`src/rtl/dsec_mem_sequencer.sv`:
```
// dsec_mem_sequencer: moves source words from a read ring into the DSEC core
// and stores DSEC results into a write ring, one memory access at a time.
// Every access is a go strobe followed by a wait for mem_done. A missing
// mem_done is abandoned after TIMEOUT wait cycles, and the access is retried
// on a later grant.
module dsec_mem_sequencer #(
    parameter int ADDR_W   = 13,
    parameter int RD_BASE  = 0,
    parameter int RD_LIMIT = 4095,
    parameter int WR_BASE  = 4096,
    parameter int WR_LIMIT = 8191,
    parameter int WR_WRAP  = 0,
    parameter int ARB_RR   = 0,
    parameter int TIMEOUT  = 255
) (
    input  logic              clk,
    input  logic              rst,
    input  logic              clr,
    input  logic [ADDR_W:0]   src_words,
    output logic [ADDR_W-1:0] address,
    output logic              w_rn,
    output logic              go,
    input  logic              mem_done,
    input  logic              dsec_rdy,
    output logic              dsec_in_valid,
    input  logic              dsec_out_valid,
    output logic              dsec_out_ack,
    output logic              rd_done,
    output logic              wr_full,
    output logic              wr_ovf,
    output logic              timeout_err
);

    localparam int TMO_W = $clog2(TIMEOUT);
    localparam logic [ADDR_W-1:0] RD_BASE_A  = ADDR_W'(RD_BASE);
    localparam logic [ADDR_W-1:0] RD_LIMIT_A = ADDR_W'(RD_LIMIT);
    localparam logic [ADDR_W-1:0] WR_BASE_A  = ADDR_W'(WR_BASE);
    localparam logic [ADDR_W-1:0] WR_LIMIT_A = ADDR_W'(WR_LIMIT);

    typedef enum logic [2:0] {IDLE, RD_REQ, RD_WAIT, WR_REQ, WR_WAIT} state_t;

    state_t            state, state_d;
    logic [ADDR_W-1:0] rd_ptr, wr_ptr;
    logic [ADDR_W:0]   rd_cnt, rd_cnt_d, src_q, src_d;
    logic [TMO_W-1:0]  tmo_cnt;
    logic              last_wr;

    logic              in_idle, in_wait, clr_idle;
    logic              wr_req, rd_req, grant_wr, grant_rd, drop;
    logic              rd_fin, wr_fin, tmo_hit;

    logic [ADDR_W-1:0] address_d;
    logic              go_d, w_rn_d, in_valid_d, ack_d;

    // Request decode, arbitration and access-completion events.
    always_comb begin
        in_idle  = (state == IDLE);
        in_wait  = (state == RD_WAIT) || (state == WR_WAIT);
        clr_idle = in_idle && clr;
        // A result is masked while its ack is on the wire: DSEC still shows
        // the old word that cycle, and granting it again would store it twice.
        wr_req   = dsec_out_valid && !wr_full && !dsec_out_ack;
        rd_req   = dsec_rdy && (rd_cnt < src_words);
        grant_wr = in_idle && !clr && wr_req &&
                   (!rd_req || (ARB_RR == 0) || !last_wr);
        grant_rd = in_idle && !clr && rd_req && !grant_wr;
        drop     = in_idle && !clr && dsec_out_valid && wr_full && !dsec_out_ack;
        rd_fin   = (state == RD_WAIT) && mem_done;
        wr_fin   = (state == WR_WAIT) && mem_done;
        tmo_hit  = in_wait && !mem_done && (tmo_cnt == TMO_W'(TIMEOUT - 1));
        rd_cnt_d = clr_idle ? '0 : (rd_fin ? rd_cnt + (ADDR_W + 1)'(1) : rd_cnt);
        src_d    = in_idle ? src_words : src_q;
    end

    // State register.
    always_ff @(posedge clk) begin
        // NOTE: sequential state uses non-blocking assignments so every
        // register samples pre-edge values, whatever the statement order.
        if (rst) state <= IDLE;
        else     state <= state_d;
    end

    // Next-state logic.
    always_comb begin
        // NOTE: default first, so no path through the case leaves state_d
        // unassigned and infers a latch.
        state_d = state;
        case (state)
            IDLE:    if (grant_wr)               state_d = WR_REQ;
                     else if (grant_rd)          state_d = RD_REQ;
            RD_REQ:                              state_d = RD_WAIT;
            RD_WAIT: if (mem_done || tmo_hit)    state_d = IDLE;
            WR_REQ:                              state_d = WR_WAIT;
            WR_WAIT: if (mem_done || tmo_hit)    state_d = IDLE;
            default:                             state_d = IDLE;
        endcase
    end

    // Output decode from the upcoming state; registered below.
    always_comb begin
        go_d       = (state_d == RD_REQ) || (state_d == WR_REQ);
        w_rn_d     = (state_d == WR_REQ) || (state_d == WR_WAIT);
        in_valid_d = rd_fin;
        ack_d      = wr_fin || drop;
        case (state_d)
            RD_REQ, RD_WAIT: address_d = rd_ptr;
            WR_REQ, WR_WAIT: address_d = wr_ptr;
            default:         address_d = '0;
        endcase
    end

    // Memory bus and DSEC strobe registers.
    always_ff @(posedge clk) begin
        if (rst) begin
            address       <= '0;
            w_rn          <= 1'b0;
            go            <= 1'b0;
            dsec_in_valid <= 1'b0;
            dsec_out_ack  <= 1'b0;
        end else begin
            address       <= address_d;
            w_rn          <= w_rn_d;
            go            <= go_d;
            dsec_in_valid <= in_valid_d;
            dsec_out_ack  <= ack_d;
        end
    end

    // Ring pointers, read budget, timeout counter and sticky flags.
    always_ff @(posedge clk) begin
        if (rst) begin
            rd_ptr      <= RD_BASE_A;
            wr_ptr      <= WR_BASE_A;
            rd_cnt      <= '0;
            src_q       <= '0;
            rd_done     <= 1'b0;
            tmo_cnt     <= '0;
            last_wr     <= 1'b0;
            wr_full     <= 1'b0;
            wr_ovf      <= 1'b0;
            timeout_err <= 1'b0;
        end else begin
            rd_cnt  <= rd_cnt_d;
            rd_done <= (rd_cnt_d == src_d);
            if (in_idle) src_q <= src_words;
            tmo_cnt <= (in_wait && !mem_done && !tmo_hit) ? tmo_cnt + TMO_W'(1) : '0;
            if (grant_wr)      last_wr <= 1'b1;
            else if (grant_rd) last_wr <= 1'b0;

            if (clr_idle) begin
                rd_ptr      <= RD_BASE_A;
                wr_ptr      <= WR_BASE_A;
                wr_full     <= 1'b0;
                wr_ovf      <= 1'b0;
                timeout_err <= 1'b0;
            end else begin
                if (rd_fin)
                    rd_ptr <= (rd_ptr == RD_LIMIT_A) ? RD_BASE_A : rd_ptr + ADDR_W'(1);
                if (wr_fin) begin
                    if (wr_ptr != WR_LIMIT_A) wr_ptr  <= wr_ptr + ADDR_W'(1);
                    else if (WR_WRAP != 0)    wr_ptr  <= WR_BASE_A;
                    else                      wr_full <= 1'b1;
                end
                if (drop)    wr_ovf      <= 1'b1;
                if (tmo_hit) timeout_err <= 1'b1;
            end
        end
    end

endmodule
```
`config.mk`:
```
export PLATFORM = sky130hd
export DESIGN_NAME = dsec_mem_sequencer
export DESIGN_NICKNAME = d
export VERILOG_FILES = /design/src/rtl/dsec_mem_sequencer.sv
export SDC_FILE = /design/constraint.sdc
export NUM_CORES = 1
export LEC_CHECK = 0
export ABC_AREA = 0
export CORE_ASPECT_RATIO = 1.25
export CORE_MARGIN = 2
export CORE_UTILIZATION = 40
export CTS_CLUSTER_SIZE = 25
export DETAILED_ROUTE_END_ITERATION = 6
export GPL_ROUTABILITY_DRIVEN = 1
export HOLD_SLACK_MARGIN = 0.06
export PLACE_DENSITY = 0.63
export RECOVER_POWER = 100
export SKIP_CTS_REPAIR_TIMING = 1
export SYNTH_ARGS = -nofsm -noshare
export SYNTH_HDL_FRONTEND = slang
export SYNTH_SLANG_ARGS = --single-unit
```
`constraint.sdc`:
```
create_clock -name clk -period 2.6 [get_ports clk]
set_input_delay 0.39 -clock clk [delete_from_list [all_inputs] [get_ports clk]]
set_output_delay 0.39 -clock clk [all_outputs]
set_load 0.03 [all_outputs]
```
==> results.ini, run 1 <==
[power]
ir_drop_mv=0.318
power_leakage_nw=2.20
p_per_area_mw_per_mm2=566

[detailed_routing]
detail-route-antenna-nets=0
num_vias=3880
routed_wl_um=11400
routed_via_density=5.37
drt-initial-drc-count=178
drc=0
wl_per_cell_um=15.8
drt-pass1-iter-count=7

[global_routing]
overflow=0
grt_pass1_vias=3949
grt_max_degree=27
grt_antenna_before_repair=0
grt_util_all_layers_pct=20.0
grt_pass1_wl_um=18900

[final_layout]
multiInputGateArea_mm2=0.00243
drive_gt1_share_pct=13.9
register_area_mm2=0.00172
final_nets=623
postLayoutCoreUtil_pct=52.4
area_delta_synth_final_pct=28.0
n_antenna_cell=0
fill_cells=987

[placed_design]
io_buffers=40
place_hpwl_um=8520
preCtsSetupSlack_ns=-0.267
place_congestion=0.893

[floorplanning]
die-height_um=121
pin_count=41
rows=42
die-area_mm2=0.0117
core_area_mm2=0.0106
fp.dieW_um=97.2
start_util_pct=40.9

[clocking]
htree_num_levels=3
numCtsBuffers=9
clkLatencyLatePin_ns=0.34
cts-root-buf=clkbuf_16
clock_sinks=86
cts.clk_slew.worst_paths_ns=0.07
clk_path_buf_depth=2
cts_tree=yes

[timing]
post-route-period-util_pct=96.8
grt_setup_unrepaired=no
finalSetupViolCount=0
fin_skew_ns=0.00730
maxSlewHeadroom_pct=48.3
fin_tns_setup_ns=0
setup_ws_ns=0.0831
clock.fmax_mhz=397
tightest_slew_ns=0.775
min_period_ns=2.52
holdWs_ns=0.452
timing_hold_violations_final=0
slew_violations=0

[logic_synthesis]
yosysMostFrequentCell=dfxtp_1
yosys.area.top_type=dfxtp_1
async_reset_ff_share_pct=0
synth-xor-area-share_pct=10.1
syn_nets=533
synth_compound_area_share_pct=14.4
synth_edf_count=0
ys_ff_latch=86
synthSimpleGateAreaFrac_pct=24.4
syn_avg_cell_area_um2=8.78
synth.top_cells.by_area=dfxtp_1, nor2_1, ha_1, xnor2_1, a21oi_1
yosys_warnings=0
synth_top_area_share_pct=39.6
synth_area_mm2=0.00435
syn_inst=495
synth_top_family_by_area=simple AND/OR/NAND/NOR gates
synth_flop_cell=dfxtp_1
synthTopCellsByCount=dfxtp_1, nor2_1, nand2_1
ys_seq_area_share_pct=39.6
ys_types=63
synthMuxAreaShare_pct=1.81
synth_fa_ha_area_share_pct=5.18

[min_path]
hold_class=register to register
hold_path_startpoint=wr_ovf$_SDFFE_PP0P_

[worst_setup_path]
crit_fanout=8
crit_required_ns=2.85
timing.rr.start=rd_cnt[5]$_SDFF_PP0_
cp.arrival_ns=2.77
startpoint_type=register
worstSetupStartpoint=rd_cnt[5]$_SDFF_PP0_
worstSetupPathType=register to register
end_kind=register

[job]
drv_cap=0

[run_status]
status=finished clean

==> critical path, stage by stage (launching register included) <==
cell and delay (ns):
dfxtp_1 0.50, nand3_2 0.27, or4_1 0.50, nor4_1 0.41, nor3b_1 0.10, nor4_1 0.26, o221ai_1 0.21, nor4_2 0.18
==> logic make-up after synthesis <==
logic type      Yosys count
simple gates            198
compound gates           94
xor+xnor                 47
fa+ha+maj                18
buf+inv                  45
flops                    86
mux                       7
==> worst paths after layout <==
check                           slack, ns                  end  depth (start not counted)
worst max register to register       0.08   rd_done$_SDFF_PP0_                          7
worst max-delay path                 0.08   rd_done$_SDFF_PP0_                          7
worst min register to register       0.45  wr_ovf$_SDFFE_PP0P_                          2
worst min-delay path                 0.45  wr_ovf$_SDFFE_PP0P_                          2
==> routing by layer <==
layer,GRT usage (%),vias up,wire length [um]
met2,35.8,75,5820
met4,7.64,0,220
met3,3.70,15,407
met5,0,-,0
met1,23.9,1848,5000
li1,-,1942,-
==> power by group <==
part | switching, mW | total (mW) | internal, mW | leakage (nW)
sequential | 0.0225 | 1.37 | 1.34 | 0.697
clock | 0.559 | 1.43 | 0.875 | 0.159
combinational | 0.197 | 0.347 | 0.150 | 1.35
total | 0.778 | 3.15 | 2.37 | 2.20
==> cell type report <==
| class | instances | area share, % |
|---|---|---|
| clock inverters | 6 | 1.69 |
| flip-flops and latches | 86 | 30.9 |
| clock buffers | 10 | 4.30 |
| inverters | 25 | 1.69 |
| multi-input cells | 364 | 43.7 |
| well taps | 132 | 2.97 |
| repair buffers | 99 | 14.8 |
==> layout by cell type, fill, tap and decap left out, drive strengths merged, types with 3 or more instances in the layout <==
master	n
inv	26
and3	5
xor2	20
a22o	13
dfxtp	86
a31oi	6
nor2	61
and2	3
nor3	9
o21ai	14
or3	9
nand2b	6
nand4	17
xnor2	25
dlygate4sd3	22
ha	18
and4	5
clkdlybuf4s50	17
nand2	36
nand3	18
a21oi	35
nor4	13
buf	51
nor2b	3
a21o	4
clkbuf	18
mux2i	6
o31ai	4
==> sequential cells by signal (all words and copies together), names as in the netlist <==
name,cells
address,13
dsec_in_valid,1
dsec_out_ack,1
go,1
rd_cnt,14
rd_done,1
rd_ptr,13
src_q,14
state,3
timeout_err,1
tmo_cnt,8
w_rn,1
wr_full,1
wr_ovf,1
wr_ptr,13
==> per-stage QoR <==
stage / cell area [um^2] / std cells / power, mW
2_1_floorplan: 4350 / 495 / 1.60
3_3_place_gp: 5260 / 706 / 1.74
3_5_place_dp: 5260 / 706 / 1.75
4_1_cts: 5590 / 722 / 3.18
5_1_grt: 5560 / 722 / 3.26
6_report: 5560 / 722 / 3.15
No activity file was read; power rests on OpenSTA's default activity.
==> inputs of run 2 (changes only) <==
--- a/config.mk
+++ b/config.mk
@@ -8,12 +8,12 @@
 export ABC_AREA = 0
 export CORE_ASPECT_RATIO = 1.25
 export CORE_MARGIN = 2
-export CORE_UTILIZATION = 40
+export CORE_UTILIZATION = 45
 export CTS_CLUSTER_SIZE = 25
 export DETAILED_ROUTE_END_ITERATION = 6
 export GPL_ROUTABILITY_DRIVEN = 1
 export HOLD_SLACK_MARGIN = 0.06
-export PLACE_DENSITY = 0.63
+export PLACE_DENSITY = 0.69
 export RECOVER_POWER = 100
 export SKIP_CTS_REPAIR_TIMING = 1
 export SYNTH_ARGS = -nofsm -noshare
==> run 2 against run 1 <==
First-iteration DRC count is 2.8% lower. Critical path type is now input pin to register. Largest cell class unchanged. Wire length decreased by 4.1%. Combinational power up 5%. Core utilization rose by 6.2 points.
==> results.ini, run 2 (synthesized netlist as in run 1, its figures left out) <==
[run_status]
status=finished clean

[job]
drv_cap=0  ; unchanged

[final_layout]
layout_commonest_cell=dfxtp_1
drive_gt1_share_pct=13.8  ; -0.099 points
postLayoutCoreUtil_pct=58.6  ; +6.2 points
final_cell_area_mm2=0.00557  ; +0.13%
final_cell_mix=dfxtp_1, nor2_1, buf_4
fin_cells=713  ; -1.2%
reg_top3=rd_cnt: 14 flops, src_q: 14 flops
area_delta_synth_final_pct=28.2
n_antenna_cell=0  ; unchanged
final_nets=620  ; -0.48%

[worst_setup_path]
r2r_cells=7  ; unchanged
crit_fanout=13  ; +5
crit_required_ns=2.90  ; +0.05 ns
cp.arrival_ns=2.78  ; about the same
slowest_delay_ns=0.49  ; about the same
critPathSlowestCell=clkdlybuf4s50_1
timing.rr.start=state[1]$_SDFF_PP0_
worstSetupPathType=input pin to register
r2r_slack_ns=0.14  ; +0.06 ns
crit_chain=clkdlybuf4s50_1 > inv_1 > ha_1 > a21o_1 > a21oi_1 > o221ai_1 > a221oi_1 > o21ai_0 > a211oi_2 > buf_4 > a22o_1
end_kind=register
startpoint_type=input pin
r2r-end=rd_done$_SDFF_PP0_

[timing]
finalSetupViolCount=0  ; unchanged
timing_hold_violations_final=0  ; unchanged
slew_violations=0  ; unchanged
fin_skew_ns=0.00570  ; -0.00161 ns
post-route-period-util_pct=95.7  ; -1.1 points
holdWs_ns=0.459  ; +0.00730 ns
min_period_ns=2.49  ; -0.0285 ns
maxSlewHeadroom_pct=65.1  ; +17 points
tightest_slew_ns=0.524  ; -0.252 ns
clock.fmax_mhz=402  ; +1.1%
fin_tns_setup_ns=0  ; unchanged

[placed_design]
dp.cells=695  ; -1.6%
placed_area_mm2=0.00524  ; -0.38%
place_congestion=0.847  ; -5.1%
io_buffers=40  ; unchanged
place_hpwl_um=7930  ; -7.0%

[floorplanning]
fp.dieW_um=91.9  ; -5.5%
die-area_mm2=0.0105  ; -11%
pin_count=41  ; unchanged
start_util_pct=45.7  ; +4.8 points
core_area_mm2=0.00951  ; -10%
die-height_um=114  ; -5.5%
rows=40  ; -4.8%

[min_path]
min_to=src_q[12]$_SDFF_PP0_
hold_path_startpoint=src_q[12]$_SDFF_PP0_
hold_class=register to register
hold_depth=2  ; unchanged

[power]
power_leakage_nw=2.11  ; -4.3%
ir_drop_mv=0.410  ; +29%
p_per_area_mw_per_mm2=549  ; -2.9%

[clocking]
clkLatencyLatePin_ns=0.35  ; about the same
clock_sinks=86  ; unchanged
numCtsBuffers=9  ; unchanged
clk_path_buf_depth=2  ; unchanged
htree_num_levels=3  ; unchanged
cts_tree=yes
cts-root-buf=clkbuf_16
cts.clk_slew.worst_paths_ns=0.07  ; about the same

[global_routing]
grt_util_all_layers_pct=21.4  ; +1.4 points
grt_max_degree=28  ; +3.7%
overflow=0  ; unchanged
grt_pass1_wl_um=17600  ; -6.9%
grt_antenna_before_repair=0  ; unchanged
grt_pass1_vias=3783  ; -4.2%

[detailed_routing]
detail-route-antenna-nets=0  ; unchanged
drt-initial-drc-count=173  ; -2.8%
drc=0  ; unchanged
num_vias=3936  ; +1.4%
routed_wl_um=11000  ; -4.1%
drt-pass1-iter-count=5  ; -2
wl_per_cell_um=15.4  ; -2.9%
routed_via_density=5.52  ; +2.7%

==> run 2: worst max-delay path by stage <==
stage	start	cells after the start	end	slack (ns)
after global placement	mem_done	9	rd_done$_SDFF_PP0_	-0.24
after floorplan	src_words[3]	10	address[10]$_SDFF_PP0_	0.33
after global routing	rd_cnt[1]$_SDFF_PP0_	10	rd_done$_SDFF_PP0_	-0.02
after CTS	mem_done	10	rd_done$_SDFF_PP0_	0.05
final	src_words[3]	11	address[10]$_SDFF_PP0_	0.11
after detailed placement	mem_done	10	rd_done$_SDFF_PP0_	-0.30
==> run 2: area by class of cell <==
type / instances / area [um^2]
Clock buffer: 10 / 229
Timing Repair Buffer: 95 / 811
Multi-Input combinational cell: 365 / 2480
Fill cell: 849 / 3940
Clock inverter: 6 / 76.3
Sequential cell: 86 / 1720
Inverter: 25 / 93.8
Tap cell: 126 / 158
==> run 2: per-layer routing <==
layer / vias to the layer above / global-route usage [%] / wire [um]
li1: 1950 / - / -
met1: 1851 / 24.1 / 4420
met2: 114 / 38.8 / 5630
met3: 21 / 4.03 / 634
met4: 0 / 10.1 / 296
met5: - / 0 / 0
==> run 2: through the flow <==
stage	power, mW	worst slack (ns)
3_3_place_gp	1.75	-0.239
4_1_cts	3.09	0.0517
3_5_place_dp	1.76	-0.305
5_1_grt	3.19	-0.0172
6_report	3.06	0.112
2_1_floorplan	1.60	0.329
==> run 2: power by group <==
group	total [mW]	switching, mW	internal (mW)
registers	1.37	0.0228	1.34
logic	0.365	0.201	0.164
clock network	1.33	0.565	0.763
total	3.06	0.788	2.27
==> run 2: critical path, delay by kind of cell <==
family,cells,cell delay [ns]
adder cells (fa/ha/maj),1,0.31
AO/OA/AOI/OAI,7,1.30
buffers and inverters,3,0.77
